[config.mk]
export PLATFORM = sky130hd
export DESIGN_NAME = regfile_16w
export DESIGN_NICKNAME = d
export VERILOG_FILES = /design/src/rtl/regfile_16w_pkg.sv /design/src/rtl/regfile_16w_onehot16_enc.sv /design/src/rtl/regfile_16w.sv
export SDC_FILE = /design/constraint.sdc
export NUM_CORES = 1
export LEC_CHECK = 0
export ABC_CLOCK_PERIOD_IN_PS = 6600
export CAP_MARGIN = 20
export CORE_MARGIN = 1.5
export CORE_UTILIZATION = 30
export CTS_CLUSTER_SIZE = 25
export DETAILED_ROUTE_END_ITERATION = 8
export MAX_ROUTING_LAYER = met4
export PLACE_DENSITY_LB_ADDON = 0.2
export SYNTH_ARGS = -nofsm -noshare
export SYNTH_HDL_FRONTEND = slang
export SYNTH_SLANG_ARGS = --single-unit
[constraint.sdc]
create_clock -name clk -period 6.6 [get_ports clk]
set_input_delay 1.65 -clock clk [delete_from_list [all_inputs] [get_ports clk]]
set_output_delay 1.65 -clock clk [all_outputs]
set_load 0.02 [all_outputs]
[src/rtl/regfile_16w_pkg.sv]
// Shared definitions for the 16-entry register file and its write-select encoder.
// Holds the entry count, the index width, the select width, and the read-address type.
package regfile_16w_pkg;

    localparam int NREGS = 16;
    localparam int IDX_W = 4;
    localparam int SEL_W = 16;

    typedef logic [IDX_W-1:0] raddr_t;

endpackage

[src/rtl/regfile_16w_onehot16_enc.sv]
// onehot16_enc: combinational 16-to-4 encoder with a one-hot legality check.
// Ports:
//   wsel      in   16  select vector from the write decoder
//   idx       out  4   index of the set bit (only meaningful when onehot_ok=1)
//   onehot_ok out  1   1 when exactly one bit of wsel is set
module onehot16_enc
    import regfile_16w_pkg::*;
(
    input  logic [SEL_W-1:0] wsel,
    output logic [IDX_W-1:0] idx,
    output logic             onehot_ok
);

    // OR together the indices of all set bits. For a one-hot input this is
    // exactly the index of the single set bit; for anything else the result
    // is garbage, which is harmless because onehot_ok gates every use of it.
    always_comb begin
        idx = '0;
        for (int i = 0; i < SEL_W; i++) begin
            if (wsel[i]) begin
                idx = idx | IDX_W'(i);
            end
        end
    end

    // Clearing the lowest set bit leaves zero only if at most one bit was set,
    // so combining that with a non-zero check means exactly one bit is set.
    assign onehot_ok = (wsel != '0) && ((wsel & (wsel - SEL_W'(1))) == '0);

endmodule

[src/rtl/regfile_16w.sv]
// regfile_16w: 16-entry register file written through a one-hot select vector.
// Ports:
//   clk      in   1      clock, rising edge
//   rst      in   1      asynchronous active-high reset
//   we       in   1      write strobe, qualifies wsel
//   wsel     in   16     one-hot write select from the decoder
//   wdata    in   WIDTH  write data
//   raddr_a  in   4      read address, port A
//   raddr_b  in   4      read address, port B
//   rdata_a  out  WIDTH  registered read data, port A (1-cycle latency, write bypass)
//   rdata_b  out  WIDTH  registered read data, port B (1-cycle latency, write bypass)
//   sel_err  out  1      sticky: a write with a non-one-hot wsel was attempted
//   err_clr  in   1      clears sel_err (a simultaneous new error wins)
module regfile_16w
    import regfile_16w_pkg::*;
#(
    parameter int WIDTH   = 8,
    parameter bit ZERO_R0 = 1'b1
) (
    input  logic             clk,
    input  logic             rst,
    input  logic             we,
    input  logic [SEL_W-1:0] wsel,
    input  logic [WIDTH-1:0] wdata,
    input  logic [IDX_W-1:0] raddr_a,
    input  logic [IDX_W-1:0] raddr_b,
    output logic [WIDTH-1:0] rdata_a,
    output logic [WIDTH-1:0] rdata_b,
    output logic             sel_err,
    input  logic             err_clr
);

    logic [WIDTH-1:0] regs [NREGS];
    raddr_t           widx;
    logic             onehot_ok;
    logic             wr_legal;
    logic             wr_commit;
    logic [WIDTH-1:0] next_a;
    logic [WIDTH-1:0] next_b;

    onehot16_enc u_enc (
        .wsel      (wsel),
        .idx       (widx),
        .onehot_ok (onehot_ok)
    );

    // A legal write may still be dropped when it targets the hard-wired zero
    // entry; wr_commit is the single signal that both the storage update and
    // the read bypass key off, so they can never disagree.
    assign wr_legal  = we && onehot_ok;
    assign wr_commit = wr_legal && !(ZERO_R0 && (widx == '0));

    always_ff @(posedge clk or posedge rst) begin
        if (rst) begin
            for (int i = 0; i < NREGS; i++) begin
                regs[i] <= '0;
            end
        end else if (wr_commit) begin
            regs[widx] <= wdata;
        end
    end

    // Read-data selection ahead of the output registers: a write landing on the
    // address being read this cycle forwards its data so the port sees new data.
    always_comb begin
        next_a = regs[raddr_a];
        next_b = regs[raddr_b];
        if (ZERO_R0 && (raddr_a == '0)) begin
            next_a = '0;
        end
        if (ZERO_R0 && (raddr_b == '0)) begin
            next_b = '0;
        end
        if (wr_commit && (widx == raddr_a)) begin
            next_a = wdata;
        end
        if (wr_commit && (widx == raddr_b)) begin
            next_b = wdata;
        end
    end

    always_ff @(posedge clk or posedge rst) begin
        if (rst) begin
            rdata_a <= '0;
            rdata_b <= '0;
        end else begin
            rdata_a <= next_a;
            rdata_b <= next_b;
        end
    end

    // Sticky error flag; a fresh illegal write takes priority over a clear.
    always_ff @(posedge clk or posedge rst) begin
        if (rst) begin
            sel_err <= 1'b0;
        end else if (we && !onehot_ok) begin
            sel_err <= 1'b1;
        end else if (err_clr) begin
            sel_err <= 1'b0;
        end
    end

endmodule
## Word-level counts from Yosys, hierarchy flattened

Cells that the tools add are included.
Widths: inputs -> output; s select.

| word-level totals | value |
|---|---|
| input port bits | 36 |
| register bits | 145 |
| word-level logic and storage cells | 75 |
| output and inout bits | 17 |

| cells by class | value |
|---|---|
| reduce and logical (&&, ||, !) cells | 15 |
| multiplexer cells | 30 |
| $add $sub $neg | 1 |
| equality and inequality tests | 2 |
| bitwise gates (word level) | 4 |
| $lt $le $gt $ge | 4 |

Operator list:

| cell | number |
|---|---|
| $bwmux 128 | 1 |
| $mux 8 | 9 |
| $bmux 8 s4 | 2 |
| $demux 8 s4 | 1 |
| $mux 4 | 8 |
| $and 16x16->16 | 1 |
| $logic_not 16->1 | 1 |
| $reduce_bool 16->1 | 1 |
| $sub 16x1->16 const B | 1 |
| $ge 5x5->1 const B | 3 |
| $not 4->5 | 3 |
| $logic_not 4->1 | 3 |
| $mux 3 | 4 |
| $eq 4x4->1 | 2 |
| $logic_and 1x1->1 | 7 |
| $lt 5x1->1 const B | 1 |
| $mux 2 | 2 |
| $mux 1 | 3 |
| $logic_not 1->1 | 2 |
| $reduce_bool 2->1 | 1 |

## Longest topological paths before layout

| depth | value |
|---|---|
| word-level depth | 21 |
| gate-level depth with buffers | 9 |
| gate-level depth less buffers | 6 |

## Modules after synthesis

From an unflattened synthesis, not the netlist that was laid out.

| second synthesis, totals | value |
|---|---|
| cells, all modules | 532 |
| area total of the unflattened synthesis | 7756.2 sq um |

By module, submodules not included:

| module | cells each | seq. area each (sq um) | area an instance (sq um) | times used |
|---|---|---|---|---|
| regfile_16w | 493 | 3628.5 | 7493.4 | 1 |
| onehot16_enc | 39 | 0.0 | 262.8 | 1 |

## Worst setup path before layout

Ideal clock, no wire load.

| timing path | value |
|---|---|
| kind | input to register |
| from | in wsel[5] |
| to | reg regs[10] in the netlist's numbering |
| stages | 7 |
| arrival | 3.928 ns |
| path buffers | 1 |
| library setup time | 0.125 ns |
| data required time | 6.475 ns |
| slack | 2.546 ns |
| path through | or4_4 -> o41a_1 -> o32ai_4 -> nand3_4 -> or4b_1 -> buf_6 -> mux2_4 |

| between the ends | value |
|---|---|
| longest elaborated chain between the ends | 17 |
| elaborated cells between the ends (all ways) | 27 |
| those cells by class | add/sub: 1; order compare: 2; mux: 14; bitwise: 2; reduce/logical: 8 |

Ends and longest elaborated chain:

| item | line | text |
|---|---|---|
| from (decl) | regfile_16w.sv:23 | `input logic [SEL_W-1:0] wsel,` |
| $mux 3 (3 in series) | regfile_16w_onehot16_enc.sv:20 | `if (wsel[i]) begin` |
| $mux 4 (8 in series) | regfile_16w_onehot16_enc.sv:20 |  |
| $not 4->5 (not written as such) | regfile_16w.sv:59 | `regs[widx] <= wdata;` |
| $ge 5x5->1 (not written as such) / $lt 5x1->1 (equally long branches) | regfile_16w.sv:59 |  |
| $logic_and 1x1->1 (not written as such) | regfile_16w.sv:59 |  |
| $mux 8 (not written as such) | regfile_16w.sv:59 |  |
| $demux 8 s4 | regfile_16w.sv:59 |  |
| $bwmux 128 | regfile_16w.sv:59 |  |
| to (signal, indexed assignment) | regfile_16w.sv:59 |  |
| to (decl) | regfile_16w.sv:33 | `logic [WIDTH-1:0] regs [NREGS];` |

Several ways; a longest one is shown, not always the timed one.
A chain may end at the register's enable or synchronous reset.

## Worst setup path in the final report

| timing path | value |
|---|---|
| from | in wsel[8] |
| to | reg rdata_a[5] |

| between the ends | value |
|---|---|
| longest elaborated chain between the ends | 13 |
| elaborated cells between the ends (all ways) | 20 |
| those cells by class | add/sub: 1; eq/ne: 1; mux: 9; bitwise: 1; reduce/logical: 8 |

Ends and longest elaborated chain:

| item | line | text |
|---|---|---|
| parallel branches: the longest is 11 deep, another holds $sub 16x1->16 | n/a |  |
| $logic_and 1x1->1 * | regfile_16w.sv:74 | `if (wr_commit && (widx == raddr_a)) begin` |
| $mux 8 * | regfile_16w.sv:74 |  |
| named net next_a[5] | regfile_16w.sv:38 | `logic [WIDTH-1:0] next_a;` |
| to (signal assigned) | regfile_16w.sv:87 | `rdata_a <= next_a;` |
| to (decl) | regfile_16w.sv:27 | `output logic [WIDTH-1:0] rdata_a,` |

Mark *: on every way through the listed nets, which the timed path passes.

==> results.yml <==
floorplan:
  pin_count: 53
  fp.dieH_um: 166
  floorplan.die_area_sq_mm: 0.0277
  die_w_um: 166
  fp-row-count: 59
  core_sq_mm: 0.0261
  initial_core_util_pct: 30.7
worst_setup_path:
  slowest_delay_ns: 0.74
  cp_top_family: "simple AND/OR/NAND/NOR gates"
  setup.worst_path.end_class: "flop"
  crit_arrival_ns: 5.12
  crit_chain: "clkdlybuf4s50_1 > or4_1 > o41ai_4 > o211ai_4 > nor4_2 > and3_1 > mux2_2"
  path_class: "in -> reg"
  worstSetupStartpointType: "primary input"
  cp.required_ns: 6.90
  critPathMaxFanout: 9
  crit_slowest_cell: "or4_1"
  path_buf_inv: 1
cts:
  cts_root_buffer: "clkbuf_16"
  cts_buffers: 17
  cts.clk_slew.worst_paths_ns: 0.06
  cts_setup_buffers: 0
  htree_levels: 4
  cts_resized: 0
  cts_tree: "built"
  cts_max_path_buffers: 2
  clock_latency_ns: 0.41
  ctsHoldBuffers: 0
  clock_sinks: 145
finish:
  synthToLayoutAreaGrowth_pct: 18.2
  final_cell_mix: "145 x dfrtp_1, 119 x mux2_2, 80 x mux4_2, 48 x clkdlybuf4s50_1"
  drive_above_1_share_pct: 48.2
  final_common_cell: "dfrtp_1"
  nNetsFinal: 606
  fill_cells: 2473
  antennaDiodeCount: 0
  final_core_util_pct: 36.2
grt:
  gr-total-overflow: 0
  grtUsageTotal_pct: 17.9
  antenna_found_initial: 0
  grt_max_degree: 100
  grt_pass1_vias: 5339
  grt_pass1_wl_mm: 35.5
drt:
  drc: 7
  ant_nets: 0
  drt-total-wl_mm: 22.8
  vias: 4996
  wire_per_inst_um: 24.9
  drt_pass1_iterations: 9
  viasPerCell: 5.44
  drtIter0Drc: 346
logic_synthesis:
  syn_inst: 527
  ys_seq_area_share_pct: 45.3
  yosysWarnings: 0
  async_reset_ff_share_pct: 100
  synth_mux_area_share_pct: 41.0
  netlist_area_sq_mm: 0.00801
  synth_compound_area_share_pct: 2.94
  synth_top_family_by_area: "multiplexers"
  ys_types: 52
  synth_top_flop_cell: "dfrtp_1"
  synth_area_per_cell_sq_um: 15.2
  ys_ff_latch: 145
  synth_fa_ha_area_share_pct: 0
  yosys.area_share.xor_xnor_pct: 0.656
  synth_nets: 563
  synth-simple-area-share_pct: 7.72
  synth_edf_count: 0
sta:
  fin_worst_skew_ns: 0.00841
  slew_viol_final: 0
  finalSetupViolCount: 0
  rsz0062_at_grt: "no"
  worstMarginPinSlew_ns: 1.06
  min_period_ns: 4.82
  min_period_over_period_pct: 73.1
  setup_tns_ns: 0
  fmax_ghz: 0.207
  hold_viol: 0
  max-slew-margin-rel_pct: 29.0
  holdWs_ns: 0.402
  fin_ws_ns: 1.78
placed_design:
  dp_hpwl_mm: 14.3
  gp_congestion: 0.807
  port_buffers: 52
  dp_slack_ns: 1.34
power:
  powerDensity_mw_per_mm2: 208
  p_leak_uw: 0.00412
  peakVddDrop_uv: 137
flow_run:
  maxCapViolCount: 0
status:
  violations: "DRC"
  status: "finished with violations"
min_path:
  hold_path.class: "reg -> reg"
-- per-layer routing --
layer,vias to the layer above,part of all wire (%),GRT usage [%]
met3,29,5.0,2.26
met4,0,1.8,5.06
met2,147,48,27.7
li1,2160,-,-
met5,-,0,-
met1,2660,46,24.8
-- through the flow --
| stage | std cells | total power (uW) | cell area (sq um) |
|---|---|---|---|
| final | 918 | 1960 | 9470 |
| after global routing | 918 | 2040 | 9470 |
| after CTS | 918 | 1990 | 9470 |
| after detailed placement | 886 | 1040 | 8890 |
| after global placement | 886 | 1040 | 8890 |
| after floorplan | 527 | 983 | 8010 |
-- sequential cells by signal, summed over array words and instances (netlist names) --
signal	cells
sel_err	1
regs	128
rdata_a	8
rdata_b	8
-- synth_stat cells (4+ instances only) --
master    instances  area [sq um]
dfrtp_1         145          3630
mux2_2          119          1340
mux4_2           80          1800
clkbuf_1         31           116
nand2_1          17          63.8
nand3_1          13          65.1
o21ai_0          10          50.1
nor4_1            9          56.3
buf_1             8          30.0
mux2_4            8           120
nor2_1            8          30.0
nor2b_1           8          50.1
buf_2             5          25.0
and3_1            4          25.0
or4_1             4          30.0
xor2_1            4          35.0
-- path summary, 6_finish.rpt --
kind                           start    endpoint  slack [ns]  cells after the start
max                          wsel[8]  rdata_a[5]        1.78                      7
min                        regs[127]   regs[127]        0.40                      0
max reg2reg                 regs[45]  rdata_a[5]        4.72                      4
min reg2reg                regs[127]   regs[127]        0.40                      0
max in group asynchronous        rst   regs[104]        3.51                      3
min in group asynchronous        rst    regs[49]        1.84                      2
-- where the power goes --
group	leakage [uW]	switching, uW	internal (uW)
registers	0.00202	0.237	890
clock network	0.000280	365	574
logic	0.00182	87.2	48.8
-- logic make-up (layout without fill, tap and decap cells) --
family                 count (synthesis)  after routing
AO/OA/AOI/OAI                         27             27
XOR/XNOR                               6              6
buffers and inverters                 48            104
flip-flops                           145            145
multiplexers                         209            209
AND/OR/NAND/NOR                       92             92
-- final cells by class --
type | instances | area, sq um | share of cell area, %
inverter | 3 | 16.3 | 0.172
timing repair buffer | 69 | 628 | 6.63
sequential | 145 | 3630 | 38.3
clock inverter | 10 | 109 | 1.15
clock buffer | 22 | 464 | 4.90
tap | 335 | 419 | 4.43
multi-input combinational | 334 | 4200 | 44.4
Power figures use the tool's default switching activity.
